$ cat config.mk
export PLATFORM = sky130hd
export DESIGN_NAME = usb_rx_cdl
export DESIGN_NICKNAME = d
export VERILOG_FILES = /design/src/rtl/usb_rx_cdl.sv
export SDC_FILE = /design/constraint.sdc
export NUM_CORES = 1
export LEC_CHECK = 0
export BUFFER_PORTS_ARGS = -buffer_cell sky130_fd_sc_hd__buf_2
export CAP_MARGIN = 20
export CORE_MARGIN = 5
export CORE_UTILIZATION = 58
export DETAILED_ROUTE_END_ITERATION = 10
export GPL_TIMING_DRIVEN = 0
export PLACE_DENSITY = 0.78
export SLEW_MARGIN = 25
export SYNTH_ARGS = -nofsm -noshare
export SYNTH_HDL_FRONTEND = slang
export SYNTH_SLANG_ARGS = --single-unit
$ cat constraint.sdc
create_clock -name clk -period 2.6 [get_ports clk]
set_input_delay 0.39 -clock clk [delete_from_list [all_inputs] [get_ports clk]]
set_output_delay 0.39 -clock clk [all_outputs]
set_load 0.01 [all_outputs]
$ cat src/rtl/usb_rx_cdl.sv
// Full-speed USB receive front end: line synchroniser, bit-clock recovery, NRZI
// decode, bit unstuffing, SYNC/PID/EOP framing, and byte strobes to the packet buffer.
module usb_rx_cdl #(
    parameter int CLKS_PER_BIT = 8,
    parameter int SYNC_STAGES  = 2
) (
    input  logic       clk,
    input  logic       n_rst,
    input  logic       dplus_in,
    input  logic       dminus_in,
    output logic [7:0] rx_data,
    output logic       store_rx_data,
    output logic [3:0] rx_pid,
    output logic       rx_pid_valid,
    output logic       rx_transfer_active,
    output logic       rx_packet_done,
    output logic       rx_error
);
    localparam int PW = (CLKS_PER_BIT > 1) ? $clog2(CLKS_PER_BIT) : 1;
    localparam logic [PW-1:0] PHASE_LAST = PW'(CLKS_PER_BIT - 1);
    localparam logic [PW-1:0] PHASE_MID  = PW'(CLKS_PER_BIT / 2);

    typedef enum logic [1:0] {SYM_SE0 = 2'b00, SYM_J = 2'b01, SYM_K = 2'b10} sym_t;
    typedef enum logic [2:0] {IDLE, SYNC, PID, DATA, EOP, ERR_WAIT} state_t;

    logic [SYNC_STAGES-1:0] dp_sync_reg;
    logic [SYNC_STAGES-1:0] dm_sync_reg;
    sym_t          cur_sym;
    sym_t          prev_sym_reg;
    sym_t          last_sample_reg, last_sample_next;
    logic [PW-1:0] phase_reg, phase_next;
    state_t        state_reg, state_next;
    logic [2:0]    ones_reg, ones_next;
    logic [2:0]    bit_cnt_reg, bit_cnt_next;
    logic [7:0]    shift_reg, shift_next;
    logic [7:0]    rx_data_reg, rx_data_next;
    logic [3:0]    pid_reg, pid_next;
    logic          eop_se0_reg, eop_se0_next;
    logic          wait_se0_reg, wait_se0_next;
    logic          store_reg, store_next;
    logic          pid_valid_reg, pid_valid_next;
    logic          active_reg, active_next;
    logic          done_reg, done_next;
    logic          error_reg, error_next;
    logic          line_dp, line_dm, is_se0, line_edge, sample, bit_val;
    logic [7:0]    new_byte;

    always_ff @(posedge clk or negedge n_rst) begin
        if (!n_rst) begin
            dp_sync_reg <= '1;
            dm_sync_reg <= '0;
        end else begin
            dp_sync_reg[0] <= dplus_in;
            dm_sync_reg[0] <= dminus_in;
            for (int i = 1; i < SYNC_STAGES; i++) begin
                dp_sync_reg[i] <= dp_sync_reg[i-1];
                dm_sync_reg[i] <= dm_sync_reg[i-1];
            end
        end
    end

    assign line_dp = dp_sync_reg[SYNC_STAGES-1];
    assign line_dm = dm_sync_reg[SYNC_STAGES-1];

    // Both lines equal (including the illegal 1,1) counts as SE0.
    always_comb begin
        if (line_dp == line_dm)
            cur_sym = SYM_SE0;
        else if (line_dp)
            cur_sym = SYM_J;
        else
            cur_sym = SYM_K;
    end

    assign is_se0    = (cur_sym == SYM_SE0);
    assign line_edge = (cur_sym != prev_sym_reg) && (cur_sym != SYM_SE0) && (prev_sym_reg != SYM_SE0);
    assign phase_next = (line_edge || phase_reg == PHASE_LAST) ? '0 : phase_reg + 1'b1;
    assign sample    = (phase_reg == PHASE_MID);
    assign bit_val   = (cur_sym == last_sample_reg);
    assign new_byte  = {bit_val, shift_reg[7:1]};

    always_ff @(posedge clk or negedge n_rst) begin
        if (!n_rst) begin
            prev_sym_reg    <= SYM_J;
            last_sample_reg <= SYM_J;
            phase_reg       <= '0;
            state_reg       <= IDLE;
            ones_reg        <= '0;
            bit_cnt_reg     <= '0;
            shift_reg       <= '0;
            rx_data_reg     <= '0;
            pid_reg         <= '0;
            eop_se0_reg     <= 1'b0;
            wait_se0_reg    <= 1'b0;
            store_reg       <= 1'b0;
            pid_valid_reg   <= 1'b0;
            active_reg      <= 1'b0;
            done_reg        <= 1'b0;
            error_reg       <= 1'b0;
        end else begin
            prev_sym_reg    <= cur_sym;
            last_sample_reg <= last_sample_next;
            phase_reg       <= phase_next;
            state_reg       <= state_next;
            ones_reg        <= ones_next;
            bit_cnt_reg     <= bit_cnt_next;
            shift_reg       <= shift_next;
            rx_data_reg     <= rx_data_next;
            pid_reg         <= pid_next;
            eop_se0_reg     <= eop_se0_next;
            wait_se0_reg    <= wait_se0_next;
            store_reg       <= store_next;
            pid_valid_reg   <= pid_valid_next;
            active_reg      <= active_next;
            done_reg        <= done_next;
            error_reg       <= error_next;
        end
    end

    always_comb begin
        state_next       = state_reg;
        last_sample_next = last_sample_reg;
        ones_next        = ones_reg;
        bit_cnt_next     = bit_cnt_reg;
        shift_next       = shift_reg;
        rx_data_next     = rx_data_reg;
        pid_next         = pid_reg;
        eop_se0_next     = eop_se0_reg;
        wait_se0_next    = wait_se0_reg;
        store_next       = 1'b0;
        pid_valid_next   = 1'b0;
        active_next      = active_reg;
        done_next        = 1'b0;
        error_next       = error_reg;

        if (sample) begin
            last_sample_next = cur_sym;
            case (state_reg)
                IDLE: begin
                    // The first K is also the first SYNC bit, so it is shifted in here.
                    if (cur_sym == SYM_K) begin
                        state_next   = SYNC;
                        shift_next   = new_byte;
                        bit_cnt_next = 3'd1;
                        ones_next    = '0;
                    end
                end
                SYNC, PID, DATA: begin
                    if (is_se0) begin
                        if (state_reg == DATA) begin
                            state_next   = EOP;
                            eop_se0_next = 1'b0;
                            bit_cnt_next = '0;
                            if (bit_cnt_reg != 3'd0)
                                error_next = 1'b1;
                        end else begin
                            state_next    = ERR_WAIT;
                            wait_se0_next = 1'b1;
                            active_next   = 1'b0;
                            if (state_reg == PID)
                                error_next = 1'b1;
                        end
                    end else if (ones_reg == 3'd6 && bit_val) begin
                        state_next    = ERR_WAIT;
                        wait_se0_next = 1'b0;
                        active_next   = 1'b0;
                        error_next    = 1'b1;
                    end else if (ones_reg == 3'd6) begin
                        ones_next = '0;
                    end else begin
                        ones_next    = bit_val ? ones_reg + 3'd1 : 3'd0;
                        shift_next   = new_byte;
                        bit_cnt_next = bit_cnt_reg + 3'd1;
                        if (bit_cnt_reg == 3'd7) begin
                            if (state_reg == SYNC) begin
                                if (new_byte == 8'h80) begin
                                    state_next  = PID;
                                    active_next = 1'b1;
                                    error_next  = 1'b0;
                                end else begin
                                    state_next    = ERR_WAIT;
                                    wait_se0_next = 1'b0;
                                end
                            end else if (state_reg == PID) begin
                                if (new_byte[7:4] == ~new_byte[3:0]) begin
                                    state_next     = DATA;
                                    pid_next       = new_byte[3:0];
                                    pid_valid_next = 1'b1;
                                end else begin
                                    state_next    = ERR_WAIT;
                                    wait_se0_next = 1'b0;
                                    active_next   = 1'b0;
                                    error_next    = 1'b1;
                                end
                            end else begin
                                rx_data_next = new_byte;
                                store_next   = 1'b1;
                            end
                        end
                    end
                end
                EOP: begin
                    if (!eop_se0_reg && is_se0) begin
                        eop_se0_next = 1'b1;
                    end else if (eop_se0_reg && cur_sym == SYM_J) begin
                        state_next  = IDLE;
                        active_next = 1'b0;
                        done_next   = !error_reg;
                    end else begin
                        state_next    = ERR_WAIT;
                        wait_se0_next = is_se0;
                        active_next   = 1'b0;
                        error_next    = 1'b1;
                    end
                end
                ERR_WAIT: begin
                    if (is_se0) begin
                        wait_se0_next = 1'b1;
                    end else if (cur_sym == SYM_J && wait_se0_reg) begin
                        state_next    = IDLE;
                        wait_se0_next = 1'b0;
                    end else if (cur_sym == SYM_K) begin
                        wait_se0_next = 1'b0;
                    end
                end
                default: state_next = IDLE;
            endcase
        end
    end

    assign rx_data            = rx_data_reg;
    assign store_rx_data      = store_reg;
    assign rx_pid             = pid_reg;
    assign rx_pid_valid       = pid_valid_reg;
    assign rx_transfer_active = active_reg;
    assign rx_packet_done     = done_reg;
    assign rx_error           = error_reg;
endmodule

== Word-level counts from Yosys, hierarchy flattened ==
Cells that the tools add are included.

* Register bits: 47
* Input port bits: 4
* Output and inout port bits: 17

* Add/sub/neg operators: 3
* Equality and inequality tests: 40
* Mux-type cells: 97
* Bitwise operators: 6
* Reduce and logical (&&, ||, !) cells: 28

{| class="wikitable"
|+ Operator list
! operator !! number
|-
| two-way mux 3 bit || 23
|-
| two-way mux 1 bit || 60
|-
| two-way mux 8 bit || 4
|-
| != test 2 bit (second input constant) || 11
|-
| AND reduction 11 bit || 2
|-
| != test 4 bit (second input constant) || 5
|-
| != test 5 bit (second input constant) || 4
|-
| == test 3 bit (second input constant) || 6
|-
| AND reduction 9 bit || 2
|-
| case mux 8 bit (2 select lines) || 1
|-
| AND reduction 8 bit || 2
|-
| != test 3 bit (second input constant) || 4
|-
| case mux 3 bit (2 select lines) || 2
|-
| case mux 3 bit (4 select lines) || 1
|-
| AND reduction 6 bit || 2
|-
| AND reduction 5 bit || 2
|-
| adder 3 x 1 -> 3 bit (second input constant) || 3
|-
| == test 8 bit (second input constant) || 1
|-
| nonzero test 2 bit || 4
|-
| == test 3 x 2 -> 1 bit (second input constant) || 2
|-
| logical AND 1 bit || 6
|-
| case mux 1 bit (2 select lines) || 3
|-
| nonzero test 3 bit || 2
|-
| inverter 1 bit || 5
|-
| other kinds (15) || 17
|}

== Logic depth before layout (Yosys ltp) ==
* Depth after elaboration: 13
* Gate-level depth with buffers: 8
* Mapped depth without buffers: 8

== Least setup slack after synthesis ==
Ideal clock, no wire load.

* Kind: reg-to-reg
* Start point: register dp_sync_reg[1]
* End point: register state_reg[0]
* Arrival: 2.148 ns
* Required time: 2.467 ns
* Setup slack: 0.319 ns
* Cell stages (with the launch flop): 8
* Path buffers: 0
* Period minus slack after synthesis: 2.281 ns
* Cell sequence: dfstp_2 > inv_1 > ha_1 > xor2_1 > or4_4 > or2_4 > a222oi_1 > o21ai_1

* Word-level cells in the longest chain between the ends: 11
* Elaborated cells between the ends (all ways): 29
* Those cells by class: eq/ne: 12; mux: 11; reduce/logical: 6

{| class="wikitable"
|+ RTL lines
! element !! RTL line !! RTL
|-
| start: declaration || 26 || <nowiki>logic [SYNC_STAGES-1:0] dp_sync_reg;</nowiki>
|-
| start signal: indexed assignment || 56 || <nowiki>dp_sync_reg[i] <= dp_sync_reg[i-1];</nowiki>
|-
| two-way mux 2 bit / == test 1 bit (equally long branches) || 69, 67 ||
|-
| two-way mux 2 bit (*) || 67 || <nowiki>if (line_dp == line_dm)</nowiki>
|-
| net cur_sym[1] || 28 || <nowiki>sym_t cur_sym;</nowiki>
|-
| == test 2 bit || 79 || <nowiki>assign bit_val = (cur_sym == last_sample_reg);</nowiki>
|-
| == test 8 bit || 176 || <nowiki>if (new_byte == 8'h80) begin</nowiki>
|-
| two-way mux 3 bit || 176 ||
|-
| two-way mux 3 bit || 175 || <nowiki>if (state_reg == SYNC) begin</nowiki>
|-
| two-way mux 3 bit || 174 || <nowiki>if (bit_cnt_reg == 3'd7) begin</nowiki>
|-
| two-way mux 3 bit || 168 || <nowiki>end else if (ones_reg == 3'd6) begin</nowiki>
|-
| two-way mux 3 bit || 163 || <nowiki>end else if (ones_reg == 3'd6 && bit_val) begin</nowiki>
|-
| two-way mux 3 bit || 149 || <nowiki>if (is_se0) begin</nowiki>
|-
| case mux 3 bit (4 select lines) || 138 || <nowiki>case (state_reg)</nowiki>
|-
| end signal: assignment || 104 || <nowiki>state_reg <= state_next;</nowiki>
|-
| end: declaration || 32 || <nowiki>state_t state_reg, state_next;</nowiki>
|}

Mark *: on every way through the listed nets, which the timed path passes. The rest lies on a longest branch. The select of a mux whose other input is x is not followed.
A chain may end at the register's enable or synchronous reset.

== Final worst setup path ==
Ends and elaborated chain as after synthesis.

==> results.sh <==
export IMPL_yosys_warnings=0
export IMPL_syn_avg_cell_area_um2=10.6
export IMPL_finalWirelength_um=4730
export IMPL_synth_main_ff_cell="dfrtp_1"
export IMPL_seqCellArea_mm2=0.00116
export IMPL_drcViolationCount=0
export IMPL_clkTransAtPathRegs_ns=0.09
export IMPL_synth_seq_cells=46
export IMPL_area_delta_synth_final_pct=12.5
export IMPL_wirelength_met1_um=2110
export IMPL_drv_slew=0
export IMPL_dr_wl_met2_um=2280
export IMPL_post_route_util_pct=68.5
export IMPL_end_kind="flip-flop"
export IMPL_arrival_ns=2.74
export IMPL_syn_area_mm2=0.00226
export IMPL_dp_hpwl_um=3200
export IMPL_crit_slowest_cell="or4_4"
export IMPL_max_slew_worst_pin_slew_ns=0.696
export IMPL_criticalPathCategory="flip-flop to flip-flop"
export IMPL_fin_crit_sh_pct=98.2
export IMPL_cp_slowest_stage_delay_ns=0.57
export IMPL_drive_gt1_share_pct=24.5
export IMPL_nFillCells=282
export IMPL_drt_iter0_markers=230
export IMPL_dr_wl_met3_um=294
export IMPL_clock_path_buffers=2
export IMPL_ant_nets=0
export IMPL_grt_pass1_vias=1682
export IMPL_rr_worst_depth=7
export IMPL_die_h_um=72.5
export IMPL_diodes=0
export IMPL_startpoint_type="flip-flop"
export IMPL_antenna_found_initial=0
export IMPL_cp_max_fo=8
export IMPL_finalHoldViolations=0
export IMPL_ctsHoldBuffers=0
export IMPL_die_x_um=72.5
export IMPL_grtUsageTotal_pct=19.5
export IMPL_synth_cell_types=38
export IMPL_core_area_mm2=0.00372
export IMPL_leakage_uw=0.00124
export IMPL_outcome="complete, no violations"
export IMPL_tritoncts="done"
export IMPL_clockRootBuffer="clkbuf_8"
export IMPL_synth_nets=228
export IMPL_dr_pass1_iters=5
export IMPL_synth_edf_count=0
export IMPL_fin_cells=289
export IMPL_max_freq_ghz=0.391
export IMPL_cp_required_ns=2.78
export IMPL_nNetsFinal=255
export IMPL_post_place_cells=281
export IMPL_cts_sinks=46
export IMPL_async_flop_share_pct=100
export IMPL_largest_reg_flops=8
export IMPL_rsz0062_at_grt="yes"
export IMPL_htreeDepth=2
export IMPL_grt_overflow_total=0
export IMPL_multi_input_area_mm2=0.00106
export IMPL_drv_cap=0
export IMPL_power_density_mw_per_mm2=896
export IMPL_highest_layer="met4"
export IMPL_vdd_drop_max_mv=0.499
export IMPL_initial_core_util_pct=60.9
export IMPL_num_rows=22
export IMPL_vias=1748
export IMPL_skew_ns=0.00465
export IMPL_grt_max_degree=47
export IMPL_r2r_start="dp_sync_reg[1]"
export IMPL_routedWlPerCell_um=16.4
export IMPL_path_cells="inv_1 -> ha_1 -> xor2_1 -> or4_4 -> or2_4 -> a222oi_1 -> o21ai_1"
export IMPL_die_area_mm2=0.00525
export IMPL_ys_seq_area_share_pct=51.1
export IMPL_fin_crit_ns=2.55
export IMPL_max_slew_margin_rel_pct=52.9
export IMPL_avgViaCountPerCell=6.05
export IMPL_setup_viol=0
export IMPL_port_buffers=20
export IMPL_r2r_slack_ns=0.05
export IMPL_grt_pass1_wl_um=7960
export IMPL_worstHoldPathType="primary input to asynchronous set/reset pin"
export IMPL_clk_latency_ns=0.31
export IMPL_io_pins=21
export IMPL_gp_congestion=0.908
export IMPL_r2r_end="state_reg[0]"
export IMPL_synthCells=213
export IMPL_cts_buffers=5
## power breakdown
group          leakage [µW]  total (µW)  switching, µW  internal (µW)
sequential         0.000596         981            132            850
clock             0.0000489         468            248            220
combinational      0.000593         830            519            311
## stage by stage
stage | setup WS (ns) | hold slack (ns) | TNS [ns] | instance area, µm² | total power [µW]
global route | -0.0215 | 0.114 | -0.0215 | 2540 | 2430
detailed placement | 0.0587 | 0.349 | 0 | 2420 | 1770
floorplan | 0.319 | 0.0944 | 0 | 2260 | 1560
global placement | 0.0618 | 0.336 | 0 | 2420 | 1740
CTS | 0.0351 | 0.175 | 0 | 2520 | 2240
finish | 0.0456 | 0.0649 | 0 | 2540 | 2280
## cell usage in the layout, fill, tap and decap left out, types with 2 or more instances in the layout
cell,instances
a21oi_1,10
clkbuf_1,6
clkbuf_8,6
nor2_1,10
o21ai_1,3
inv_1,14
buf_2,19
o31a_1,2
dfstp_2,4
xor2_1,3
mux2_2,20
nand3_1,9
o21ai_0,12
xnor2_1,4
nor3_1,6
ha_1,11
nor4_1,2
dfrtp_1,42
nand2_1,23
and3_1,3
o31ai_1,2
and2_1,2
o41ai_1,2
a22oi_1,2
nand4_1,2
or3_1,2
nor2_2,2
## layout make-up
| cell class | count | share of cell area (%) |
|---|---|---|
| Buffer | 5 | 0.737 |
| Clock buffer | 7 | 3.39 |
| Clock inverter | 1 | 0.344 |
| Inverter | 14 | 2.06 |
| Multi-Input combinational cell | 148 | 41.6 |
| Sequential cell | 46 | 45.4 |
| Tap cell | 48 | 2.36 |
| Timing Repair Buffer | 20 | 4.03 |
## repair_timing
item,CTS,global route
setup buffers,0,0
gates resized for setup,0,5
endpoints found under the hold margin,0,0
setup endpoints to repair,0,16
## cells in the mapped netlist (2+ instances only)
cell,count,area share (%)
dfrtp_1,42,46
nand2_1,23,3.8
mux2_2,20,10
inv_1,14,2.3
nor2_1,12,2.0
o21ai_0,12,2.7
ha_1,11,6.1
a21oi_1,10,2.2
nand3_1,9,2.0
nor3_1,7,1.5
clkbuf_1,5,0.83
dfstp_2,4,4.6
xnor2_1,4,1.5
and3_1,3,0.83
o21ai_1,3,0.66
o31ai_1,3,1.0
xor2_1,3,1.2
a22oi_1,2,0.66
and2_1,2,0.55
nand4_1,2,0.55
nor4_1,2,0.55
o31a_1,2,0.77
o41ai_1,2,0.77
or3_1,2,0.55
## how the worst max path moves through the flow
| stage | slack, ns | start | end |
|---|---|---|---|
| after global placement | 0.06 | dp_sync_reg[1] | rx_data[0] |
| after detailed placement | 0.06 | dp_sync_reg[1] | rx_data[3] |
| after global routing | -0.02 | dp_sync_reg[1] | state_reg[0] |
| after floorplan | 0.32 | dp_sync_reg[1] | state_reg[0] |
| after CTS | 0.04 | dp_sync_reg[1] | rx_data[6] |
| final | 0.05 | dp_sync_reg[1] | state_reg[0] |
## metal layers
layer | vias to the layer above | track usage (%)
met3 | 7 | 4.99
met4 | 0 | 5.12
li1 | 817 | -
met5 | - | 0
met1 | 858 | 27.6
met2 | 66 | 30.1
## worst max-delay path, delay by kind of cell (launching register included)
family / cells / cell delay, ns
xor gates and xnor gates: 1 / 0.26
DFF: 1 / 0.56
AOI/OAI and AO/OA: 2 / 0.40
buffers and inverters: 1 / 0.05
adders and majority gates: 1 / 0.33
and+or+nand+nor: 2 / 0.82
## cell families after synthesis
| logic type | share of synthesized area, % |
|---|---|
| and+or+nand+nor | 13.6 |
| DFF | 51.1 |
| AOI/OAI and AO/OA | 13.4 |
| muxes | 9.96 |
| buffers and inverters | 3.15 |
| adders and majority gates | 6.08 |
| xor gates and xnor gates | 2.71 |
Power figures use the tool's default switching activity.
